<file path="src/rtl/map_mem_seq.sv">
// map_mem_seq: sequences one external 8-bit SRAM/PSRAM access per CPU M2 cycle.
// Defining MAP_MEM_SEQ_STAT_EN adds the ovr_cnt/acc_cnt statistics outputs.

module map_mem_seq #(
  parameter int unsigned ADDR_DLY = 2,
  parameter int unsigned RD_CYC   = 4,
  parameter int unsigned WR_DLY   = 3,
  parameter int unsigned WR_CYC   = 3,
  parameter logic [5:0]  SRM_BASE = 6'b100000
) (
  input  logic        clk,
  input  logic        rst_n,
  input  logic        m2,
  input  logic        cpu_rw,
  input  logic        prg_ce,
  input  logic        prg_we,
  input  logic [22:0] prg_addr,
  input  logic        srm_ce,
  input  logic        srm_we,
  input  logic [17:0] srm_addr,
  input  logic [7:0]  dati,
  output logic [7:0]  rd_data,
  output logic        rd_valid,
  output logic        busy,
  output logic [23:0] mem_addr,
  output logic [7:0]  mem_do,
  input  logic [7:0]  mem_di,
  output logic        mem_ce,
  output logic        mem_oe,
  output logic        mem_we
`ifdef MAP_MEM_SEQ_STAT_EN
  ,
  output logic [15:0] ovr_cnt,
  output logic [15:0] acc_cnt
`endif
);

  // state  | meaning
  // IDLE   | waiting for synchronized M2 rise
  // SETTLE | letting the CPU address/rw settle; M2 fall here aborts
  // READ   | mem_ce/mem_oe asserted, data captured on last cycle
  // WDLY   | waiting for CPU write data to become valid
  // WRITE  | mem_ce/mem_we asserted with stable address and data
  // DONE   | access finished, waiting for M2 low
  localparam logic [2:0] ST_IDLE   = 3'd0;
  localparam logic [2:0] ST_SETTLE = 3'd1;
  localparam logic [2:0] ST_READ   = 3'd2;
  localparam logic [2:0] ST_WDLY   = 3'd3;
  localparam logic [2:0] ST_WRITE  = 3'd4;
  localparam logic [2:0] ST_DONE   = 3'd5;

  localparam logic [3:0] ADDR_LAST = 4'(ADDR_DLY - 1);
  localparam logic [3:0] RD_LAST   = 4'(RD_CYC - 1);
  localparam logic [3:0] WDLY_LAST = 4'(WR_DLY - 1);
  localparam logic [3:0] WR_LAST   = 4'(WR_CYC - 1);

  logic [2:0]  state, state_nxt;
  logic [3:0]  cnt, cnt_nxt;
  logic        m2_s1, m2_s2, m2_s3;
  logic        m2_rise, m2_fall;
  logic        sel_any, wr_en;
  logic [23:0] addr_sel;
  logic [23:0] addr_nxt;
  logic [7:0]  do_nxt;
  logic [7:0]  rd_nxt;
  logic        rdv_nxt;

  // Edge pulses are registered so they land 3 clk after the pin edge.
  always_ff @(posedge clk or negedge rst_n) begin
    if (!rst_n) begin
      m2_s1   <= 1'b0;
      m2_s2   <= 1'b0;
      m2_s3   <= 1'b0;
      m2_rise <= 1'b0;
      m2_fall <= 1'b0;
    end else begin
      m2_s1   <= m2;
      m2_s2   <= m2_s1;
      m2_s3   <= m2_s2;
      m2_rise <= m2_s2 & ~m2_s3;
      m2_fall <= ~m2_s2 & m2_s3;
    end
  end

  // SRM wins when both windows decode; write permission follows the winner.
  assign sel_any  = srm_ce | prg_ce;
  assign wr_en    = srm_ce ? srm_we : (prg_ce & prg_we);
  assign addr_sel = srm_ce ? {SRM_BASE, srm_addr} : {1'b0, prg_addr};

  always_comb begin
    state_nxt = state;
    cnt_nxt   = cnt;
    addr_nxt  = mem_addr;
    do_nxt    = mem_do;
    rd_nxt    = rd_data;
    rdv_nxt   = 1'b0;
    case (state)
      ST_IDLE: begin
        if (m2_rise) begin
          state_nxt = ST_SETTLE;
          cnt_nxt   = 4'd0;
        end
      end
      ST_SETTLE: begin
        if (m2_fall) begin
          state_nxt = ST_IDLE;
          cnt_nxt   = 4'd0;
        end else if (cnt == ADDR_LAST) begin
          cnt_nxt = 4'd0;
          if (sel_any) addr_nxt = addr_sel;
          if (cpu_rw && sel_any) begin
            state_nxt = ST_READ;
          end else if (!cpu_rw && wr_en) begin
            if (WR_DLY == 0) begin
              do_nxt    = dati;
              state_nxt = ST_WRITE;
            end else begin
              state_nxt = ST_WDLY;
            end
          end else begin
            state_nxt = ST_DONE;
          end
        end else begin
          cnt_nxt = cnt + 4'd1;
        end
      end
      ST_READ: begin
        if (cnt == RD_LAST) begin
          rd_nxt    = mem_di;
          rdv_nxt   = 1'b1;
          cnt_nxt   = 4'd0;
          state_nxt = ST_DONE;
        end else begin
          cnt_nxt = cnt + 4'd1;
        end
      end
      ST_WDLY: begin
        if (cnt == WDLY_LAST) begin
          do_nxt    = dati;
          cnt_nxt   = 4'd0;
          state_nxt = ST_WRITE;
        end else begin
          cnt_nxt = cnt + 4'd1;
        end
      end
      ST_WRITE: begin
        if (cnt == WR_LAST) begin
          cnt_nxt   = 4'd0;
          state_nxt = ST_DONE;
        end else begin
          cnt_nxt = cnt + 4'd1;
        end
      end
      ST_DONE: begin
        if (!m2_s2) state_nxt = ST_IDLE;
      end
      default: begin
        state_nxt = ST_IDLE;
        cnt_nxt   = 4'd0;
      end
    endcase
  end

  always_ff @(posedge clk or negedge rst_n) begin
    if (!rst_n) begin
      state    <= ST_IDLE;
      cnt      <= 4'd0;
      mem_addr <= 24'd0;
      mem_do   <= 8'd0;
      rd_data  <= 8'd0;
      rd_valid <= 1'b0;
    end else begin
      state    <= state_nxt;
      cnt      <= cnt_nxt;
      mem_addr <= addr_nxt;
      mem_do   <= do_nxt;
      rd_data  <= rd_nxt;
      rd_valid <= rdv_nxt;
    end
  end

  // Strobes decode straight from the state register so reset drops them at once.
  assign busy   = (state != ST_IDLE);
  assign mem_oe = (state == ST_READ);
  assign mem_we = (state == ST_WRITE);
  assign mem_ce = mem_oe | mem_we;

`ifdef MAP_MEM_SEQ_STAT_EN
  logic ovr_evt;
  logic acc_evt;

  assign ovr_evt = m2_rise & ((state == ST_READ) | (state == ST_WDLY) | (state == ST_WRITE));
  assign acc_evt = ((state == ST_READ) && (cnt == RD_LAST)) ||
                   ((state == ST_WRITE) && (cnt == WR_LAST));

  always_ff @(posedge clk or negedge rst_n) begin
    if (!rst_n) begin
      ovr_cnt <= 16'd0;
      acc_cnt <= 16'd0;
    end else begin
      if (ovr_evt && (ovr_cnt != 16'hFFFF)) ovr_cnt <= ovr_cnt + 16'd1;
      if (acc_evt) acc_cnt <= acc_cnt + 16'd1;
    end
  end
`else
  // statistics counters not built
`endif

endmodule

</file>
<file path="config.mk">
export PLATFORM = sky130hd
export DESIGN_NAME = map_mem_seq
export DESIGN_NICKNAME = d
export VERILOG_FILES = /design/src/rtl/map_mem_seq.sv
export SDC_FILE = /design/constraint.sdc
export NUM_CORES = 1
export LEC_CHECK = 0
export ABC_CLOCK_PERIOD_IN_PS = 4700
export BUFFER_PORTS_ARGS = -buffer_cell sky130_fd_sc_hd__buf_4
export CAP_MARGIN = 20
export CORE_ASPECT_RATIO = 1.4
export CORE_MARGIN = 2
export CORE_UTILIZATION = 52
export CTS_BUF_LIST = sky130_fd_sc_hd__clkbuf_8
export CTS_CLUSTER_DIAMETER = 60
export CTS_CLUSTER_SIZE = 16
export DETAILED_ROUTE_END_ITERATION = 7
export PLACE_DENSITY_LB_ADDON = 0.08
export SYNTH_ARGS = -nofsm -noshare
export SYNTH_HDL_FRONTEND = slang
export SYNTH_SLANG_ARGS = --single-unit
</file>
<file path="constraint.sdc">
create_clock -name clk -period 4.7 [get_ports clk]
set_input_delay 0.235 -clock clk [delete_from_list [all_inputs] [get_ports clk]]
set_output_delay 0.235 -clock clk [all_outputs]
set_load 0.05 [all_outputs]
</file>
==> results of run 1 <==
cells by family after synthesis:
family          count (synthesis)  share of synthesized area [%]
mux                            36                          15.85
xor+xnor                        1                         0.3639
compound gates                 47                          11.43
simple gates                   59                          12.73
fa+ha+maj                       3                          1.559
flops                          53                          55.09
buf+inv                        18                          2.963
power groups by stage:
stage | Clock, uW | Combinational [uW] | Sequential [uW]
final | 308 | 1410 | 777
after global routing | 334 | 1500 | 806
after CTS | 315 | 1420 | 778
after detailed placement | 0 | 1420 | 786
after global placement | 0 | 1400 | 774
after floorplan | 0 | 413 | 1340
placed cells by master (no fill, tap or decap), drive strengths merged, types with 2 or more instances in the layout:
| cell type | netlist | final |
|---|---|---|
| inv | 7 | 7 |
| clkbuf | 7 | 5 |
| ha | 3 | 3 |
| dfrtp | 53 | 53 |
| a21oi | 5 | 5 |
| o211ai | 4 | 4 |
| nor2b | 2 | 2 |
| mux2 | 17 | 17 |
| o21ai | 30 | 30 |
| mux2i | 19 | 19 |
| buf | 4 | 109 |
| or3 | 2 | 2 |
| nor3 | 4 | 4 |
| a2bb2oi | 2 | 2 |
| nand2b | 6 | 6 |
| nand3 | 2 | 2 |
| nor2 | 5 | 5 |
| nand2 | 30 | 30 |
| or3b | 4 | 4 |
worst paths after layout:
kind                                             to  cells after the start
max                        mem_addr[23]$_DFFE_PN0P_                      3
min                                 m2_s1$_DFF_PN0_                      1
max reg2reg                mem_addr[23]$_DFFE_PN0P_                      3
min reg2reg                         m2_s2$_DFF_PN0_                      0
max in group asynchronous         m2_fall$_DFF_PN0_                      2
min in group asynchronous     mem_do[2]$_DFFE_PN0P_                      2
per-layer routing:
layer | GRT usage, % | part of all wire [%]
met5 | 0 | 0
met4 | 8.124 | 2.4
met3 | 5.701 | 7.9
met2 | 37.51 | 53
met1 | 26.29 | 37
cells in the mapped netlist (all sizes together) (2+ instances only):
library cell	n	area share (%)
a21oi	5	1.0
a2bb2oi	2	0.73
buf	4	0.78
clkbuf	7	1.1
dfrtp	53	55
ha	3	1.6
inv	7	1.1
mux2	17	8.0
mux2i	19	7.9
nand2	30	4.7
nand2b	6	1.6
nand3	2	0.42
nor2	5	0.88
nor2b	2	0.52
nor3	4	0.83
o211ai	4	1.2
o21ai	30	6.2
or3	2	0.52
or3b	4	1.5
what timing repair did:
action | in CTS | in global routing
endpoints found under the hold margin | 53 | 0
hold buffers | 1 | 0
buffers inserted | 0 | 0
gates resized for setup | 0 | 0
sequential cells by signal, indices dropped and copies added (netlist names), 3 cells and up:
name / cells
mem_do: 8
rd_data: 8
cnt: 4
state: 3
mem_addr: 24
through the flow:
step | utilization, % | hold WS [ps] | power (uW) | instances | worst slack (ps)
CTS | 75.58 | 20.28 | 2511 | 386 | 2334
global placement | 72.80 | 303.9 | 2169 | 377 | 2407
finish | 75.58 | 29.07 | 2491 | 386 | 2313
global route | 75.58 | 10.61 | 2636 | 386 | 2053
detailed placement | 72.80 | 307.8 | 2201 | 377 | 2350
floorplan | - | -60.59 | 1751 | 217 | 2478
final cells by class:
class                      instances  area (sq um)
inverter                           7         26.28
multi-input combinational        146          1027
clock buffer                       5         68.82
timing repair buffer             110         828.3
fill                             335          1099
sequential                        53          1326
clock inverter                     3         46.29
tap                               62         77.57
==> flow_summary.rst, run 1 <==
.. list-table::
   :header-rows: 1

   * - Metric
     - Value
   * - First-pass GRT wire length
     - 8694 um
   * - Startpoint type of the worst setup path
     - flip-flop
   * - Crit-path slowest cell
     - sky130_fd_sc_hd__nor4b_2
   * - CP max FO
     - 47
   * - Worst setup slack for register-to-register paths
     - 2310 ps
   * - Final critical path time including I/O delays and setup
     - 2387 ps
   * - Share of cells above drive strength 1
     - 43.21%
   * - Largest stage delay, worst path
     - 650 ps
   * - Post-Synthesis Cells
     - 217
   * - Final max-slew violation count
     - 0
   * - Mean instance size in the synthesized netlist
     - 11.09 sq um
   * - Number of ports placed on the die boundary
     - 110
   * - Maxcap violations
     - 0
   * - Area after detailed placement
     - 0.003276 sq mm
   * - Cell Pwr Density
     - 732.6 mW/mm^2
   * - Detailed-routing iteration count for the pre-antenna-repair pass
     - 4
   * - Post-route setup TNS
     - 0 ps
   * - Number of core rows
     - 29
   * - CTS tree
     - yes
   * - Y dimension of the die
     - 84.51 um
   * - Leak
     - 0.001720 uW
   * - Via-to-Cell Ratio
     - 5.111
   * - Cells along the critical path
     - nor4b_2 -> o2111ai_4 -> mux2_2
   * - Worst hold-check path type
     - in2reg
   * - Worst relative slew slack
     - 36.16%
   * - Antenna-violating nets left
     - 0
   * - Period utilization
     - 50.78%
   * - CTS max path bufs
     - 2
   * - Area of the core
     - 0.004499 sq mm
   * - Yosys synthesis warning count
     - 0
   * - Clock insertion delay at the later pin of the skew report
     - 310 ps
   * - Worst-margin pin slew
     - 957.1 ps
   * - Psw
     - 1229 uW
   * - Number of synthesized flops with an enable pin
     - 0
   * - Total Routed Length
     - 5178 um
   * - Internal Pwr Total
     - 1262 uW
   * - Largest net degree at the start of global routing
     - 54
   * - Clock sinks
     - 53
   * - Setup crit end kind
     - flip-flop
   * - Width of the die
     - 61.51 um
   * - Setup repair after global routing missed its margin
     - false
   * - Share of synthesized area occupied by flip-flops and latches
     - 55.09%
   * - Reg power frac
     - 31.2%
   * - Critical path start-end classification
     - reg2reg
   * - Highest clock frequency the design can meet
     - 0.4190 GHz
   * - Area of all placed cells without fillers
     - 0.003401 sq mm
   * - Routability Congestion
     - 0.8049
   * - Most used flip-flop cell after synthesis
     - sky130_fd_sc_hd__dfrtp_1
   * - Post-Syn Nets
     - 285
   * - Maximum resistive drop on vdd
     - 0.0004068 V
   * - Final net count
     - 391
   * - Arrival time at the worst endpoint
     - 2590 ps
   * - Outcome
     - completed
   * - Critical Path Start
     - state[2]$_DFFE_PN0P_
   * - Overflow left after global routing
     - 0
   * - Clock Skews
     - 6.454 ps
   * - Crit path max-delay family
     - simple AND/OR/NAND/NOR gates
   * - Detailed-route DRC error count
     - 0
   * - Vias in the first global route
     - 1970
   * - Final hold violations
     - 0
   * - TritonCTS Buffers
     - 5
   * - Fraction of registers with async set/reset
     - 100.0%
   * - Antenna violations before repair
     - 0
   * - Relative contribution of combinational cells to total power
     - 56.4%
   * - Number of buffers and inverters on the critical path
     - 0
   * - Proportion of power drawn by the clock network
     - 12.4%
   * - Required time worst endpoint
     - 4900 ps
   * - Average detailed-routed wire length per instance
     - 13.41 um
   * - Clock transition at the register clock pins on the worst setup and hold paths after CTS
     - 90 ps
   * - Effective utilization at floorplan
     - 53.50%
   * - Number of DRC markers after the initial detailed-route iteration
     - 75
   * - Net switching fraction of the power
     - 49.34%
   * - Root cell of the clock tree
     - sky130_fd_sc_hd__clkbuf_8
   * - Combined global-route utilization of all metal layers
     - 22.18%
   * - Finish-stage setup viols
     - 0
   * - Seq cells post-synth
     - 53
   * - Antenna diode count
     - 0
   * - Post-synth design cell area
     - 0.002407 sq mm
   * - Number of buffers inserted by port buffering
     - 109
   * - Total via count after detailed routing
     - 1973
   * - HPWL after DPL
     - 3981 um
   * - H-Tree Level Count
     - 2
   * - Worst flop-to-flop path startpoint
     - state[2]$_DFFE_PN0P_
   * - Synthesis-to-finish area growth
     - 41.27%
   * - Area of the die
     - 0.005197 sq mm
   * - Yosys cell types
     - 34
   * - Beginning of the worst hold path
     - m2
(Power assumes the default switching activity.)
==> run 2: changes to the inputs <==
Settings changed: ABC_CLOCK_PERIOD_IN_PS 4700 to 2000, CORE_UTILIZATION 52 to 44.
Clock period 4.7 ns to 2 ns, I/O delays scaled along.
==> run 2 against run 1 <==
- cell count rose by 3.4%
- first-iteration DRC count up 130%
- core utilization decreased by 9.1 points
- global-route usage decreased by 3.7 points
- non-clock buffer count grew 9
- combinational power is 140% higher
- flip-flop and latch count did not move
- wire length rose by 3.9%
- critical path type unchanged
==> flow_summary.rst, run 2 (synthesis results as in run 1) <==
.. list-table::
   :header-rows: 1

   * - Metric
     - Value
   * - Number of cells on the critical path
     - 6
   * - Placed Cells
     - 384
   * - Outcome
     - completed
   * - Leak
     - 0.001762 uW
   * - Startpoint type of the worst setup path
     - flip-flop
   * - Number of core rows
     - 31
   * - Antenna-violating nets left
     - 0
   * - Root cell of the clock tree
     - sky130_fd_sc_hd__clkbuf_8
   * - Largest net degree at the start of global routing
     - 54
   * - Width of the die
     - 66.52 um
   * - Final critical path time including I/O delays and setup
     - 1942 ps
   * - R2R cell count
     - 6
   * - Crit path max-delay family
     - simple AND/OR/NAND/NOR gates
   * - TritonCTS Buffers
     - 5
   * - CTS max path bufs
     - 2
   * - Effective utilization at floorplan
     - 45.97%
   * - Worst hold-check path type
     - in2reg
   * - Largest stage delay, worst path
     - 460 ps
   * - Power after layout
     - 5902 uW
   * - Number of flip-flops in the largest register
     - 24
   * - CP max FO
     - 5
   * - Maximum resistive drop on vdd
     - 0.0008747 V
   * - Cells along the critical path
     - inv_1 -> ha_2 -> or3b_4 -> a22o_4 -> or4b_1 -> o21ai_1
   * - HPWL after DPL
     - 4024 um
   * - Required time worst endpoint
     - 2230 ps
   * - Clock insertion delay at the later pin of the skew report
     - 300 ps
   * - Biggest regs
     - mem_addr: 24 flops, mem_do: 8 flops, rd_data: 8 flops
   * - Finish-stage setup viols
     - 0
   * - Area of the core
     - 0.005236 sq mm
   * - Dpl ws
     - 68.95 ps
   * - Total Routed Length
     - 5382 um
   * - Highest clock frequency the design can meet
     - 0.5150 GHz
   * - Number of buffers inserted by port buffering
     - 109
   * - Post-route setup TNS
     - 0 ps
   * - Vias in the first global route
     - 1914
   * - Overflow left after global routing
     - 0
   * - Area of the die
     - 0.006087 sq mm
   * - Critical path start-end classification
     - reg2reg
   * - Detailed-routing iteration count for the pre-antenna-repair pass
     - 4
   * - Total via count after detailed routing
     - 2010
   * - Setup crit end kind
     - flip-flop
   * - Via-to-Cell Ratio
     - 5.038
   * - Clock sinks
     - 53
   * - Clock Skews
     - 3.237 ps
   * - Period utilization
     - 97.09%
   * - Final non-filler cell total
     - 399
   * - H-Tree Level Count
     - 2
   * - Final hold violations
     - 0
   * - Cell Pwr Density
     - 1696 mW/mm^2
   * - First-pass GRT wire length
     - 8618 um
   * - Average detailed-routed wire length per instance
     - 13.49 um
   * - Antenna diode count
     - 0
   * - Final net count
     - 400
   * - Worst Setup Slack, final
     - 58.18 ps
   * - Maxcap violations
     - 0
   * - Worst-margin pin slew
     - 649.2 ps
   * - Register with the most flip-flops
     - mem_addr
   * - Number of ports placed on the die boundary
     - 110
   * - Commonest cells after routing, fill and taps aside
     - sky130_fd_sc_hd__buf_4 (117), sky130_fd_sc_hd__dfrtp_1 (52), sky130_fd_sc_hd__nand2_1 (30)
   * - Leading cell type in the layout, fill and taps excluded
     - sky130_fd_sc_hd__buf_4
   * - Synthesis-to-finish area growth
     - 44.54%
   * - Combined global-route utilization of all metal layers
     - 18.49%
   * - Y dimension of the die
     - 91.52 um
   * - Number of buffers and inverters on the critical path
     - 1
   * - Setup repair after global routing missed its margin
     - false
   * - Arrival time at the worst endpoint
     - 2170 ps
   * - Antenna violations before repair
     - 0
   * - Clock transition at the register clock pins on the worst setup and hold paths after CTS
     - 90 ps
   * - Detailed-route DRC error count
     - 0
   * - Crit-path slowest cell
     - sky130_fd_sc_hd__dfrtp_2
   * - Hold Path Depth
     - 2
   * - Share of cells above drive strength 1
     - 45.95%
   * - Final max-slew violation count
     - 0
   * - Number of DRC markers after the initial detailed-route iteration
     - 169
   * - Worst relative slew slack
     - 56.72%
   * - CTS tree
     - yes
   * - Routability Congestion
     - 0.8646
==> run 2: metrics by stage <==
step	area, sq um	hold slack [ps]	utilization, %
global route	3480	3.330	66.45
detailed placement	3298	180.5	62.99
CTS	3415	13.31	65.21
floorplan	2414	-195.6	-
finish	3480	23.32	66.45
global placement	3298	180.7	62.99
==> run 2: final timing paths <==
path | startpoint | endpoint | slack [ps]
setup / recovery | cnt[1]$_DFFE_PN0P_ | state[0]$_DFFE_PN0P_ | 60
hold / removal | mem_di[6] | rd_data[6]$_DFFE_PN0P_ | 20
setup reg to reg | cnt[1]$_DFFE_PN0P_ | state[0]$_DFFE_PN0P_ | 60
hold reg to reg | m2_s1$_DFF_PN0_ | m2_s2$_DFF_PN0_ | 360
max in group asynchronous | rst_n | cnt[1]$_DFFE_PN0P_ | 1160
min in group asynchronous | rst_n | rd_data[5]$_DFFE_PN0P_ | 370
==> run 2: power by group <==
| part | leakage, uW | internal, uW | switching, uW |
|---|---|---|---|
| sequential | 0.000665 | 1520 | 327 |
| clock | 0.0000512 | 281 | 345 |
| combinational | 0.00105 | 1180 | 2250 |
| total | 0.00176 | 2980 | 2920 |
==> run 2: worst register-to-register path: cells and delay by family (launching register included) <==
family | cells | cell delay (ps)
compound gates | 2 | 330
buf+inv | 1 | 70
flops | 1 | 460
simple gates | 2 | 840
fa+ha+maj | 1 | 180
==> run 2: metal layers <==
layer  track usage [%]  wire length (um)  share of wire [%]  vias to the layer above
met5                 0                 0                  0                        -
met4             6.973               102                1.9                        0
met3             4.957               326                6.1                        9
met2             31.33              2910                 54                       74
met1             21.92              2043                 38                      942
li1                  -                 -                  -                      985
==> run 2: cell type report <==
cell class,instances,area [sq um]
multi-input cells,146,1049
flip-flops and latches,53,1328
repair buffers,119,898.4
fillers,445,1757
well taps,66,82.58
inverters,7,26.28
clock buffers,6,82.58
clock inverters,2,13.76
==> run 2: what timing repair did <==
item	in CTS	in global routing
buffers inserted	0	5
hold buffers	2	0
resized for setup	0	7
endpoints found under the setup margin	0	2
hold endpoints to repair	54	0
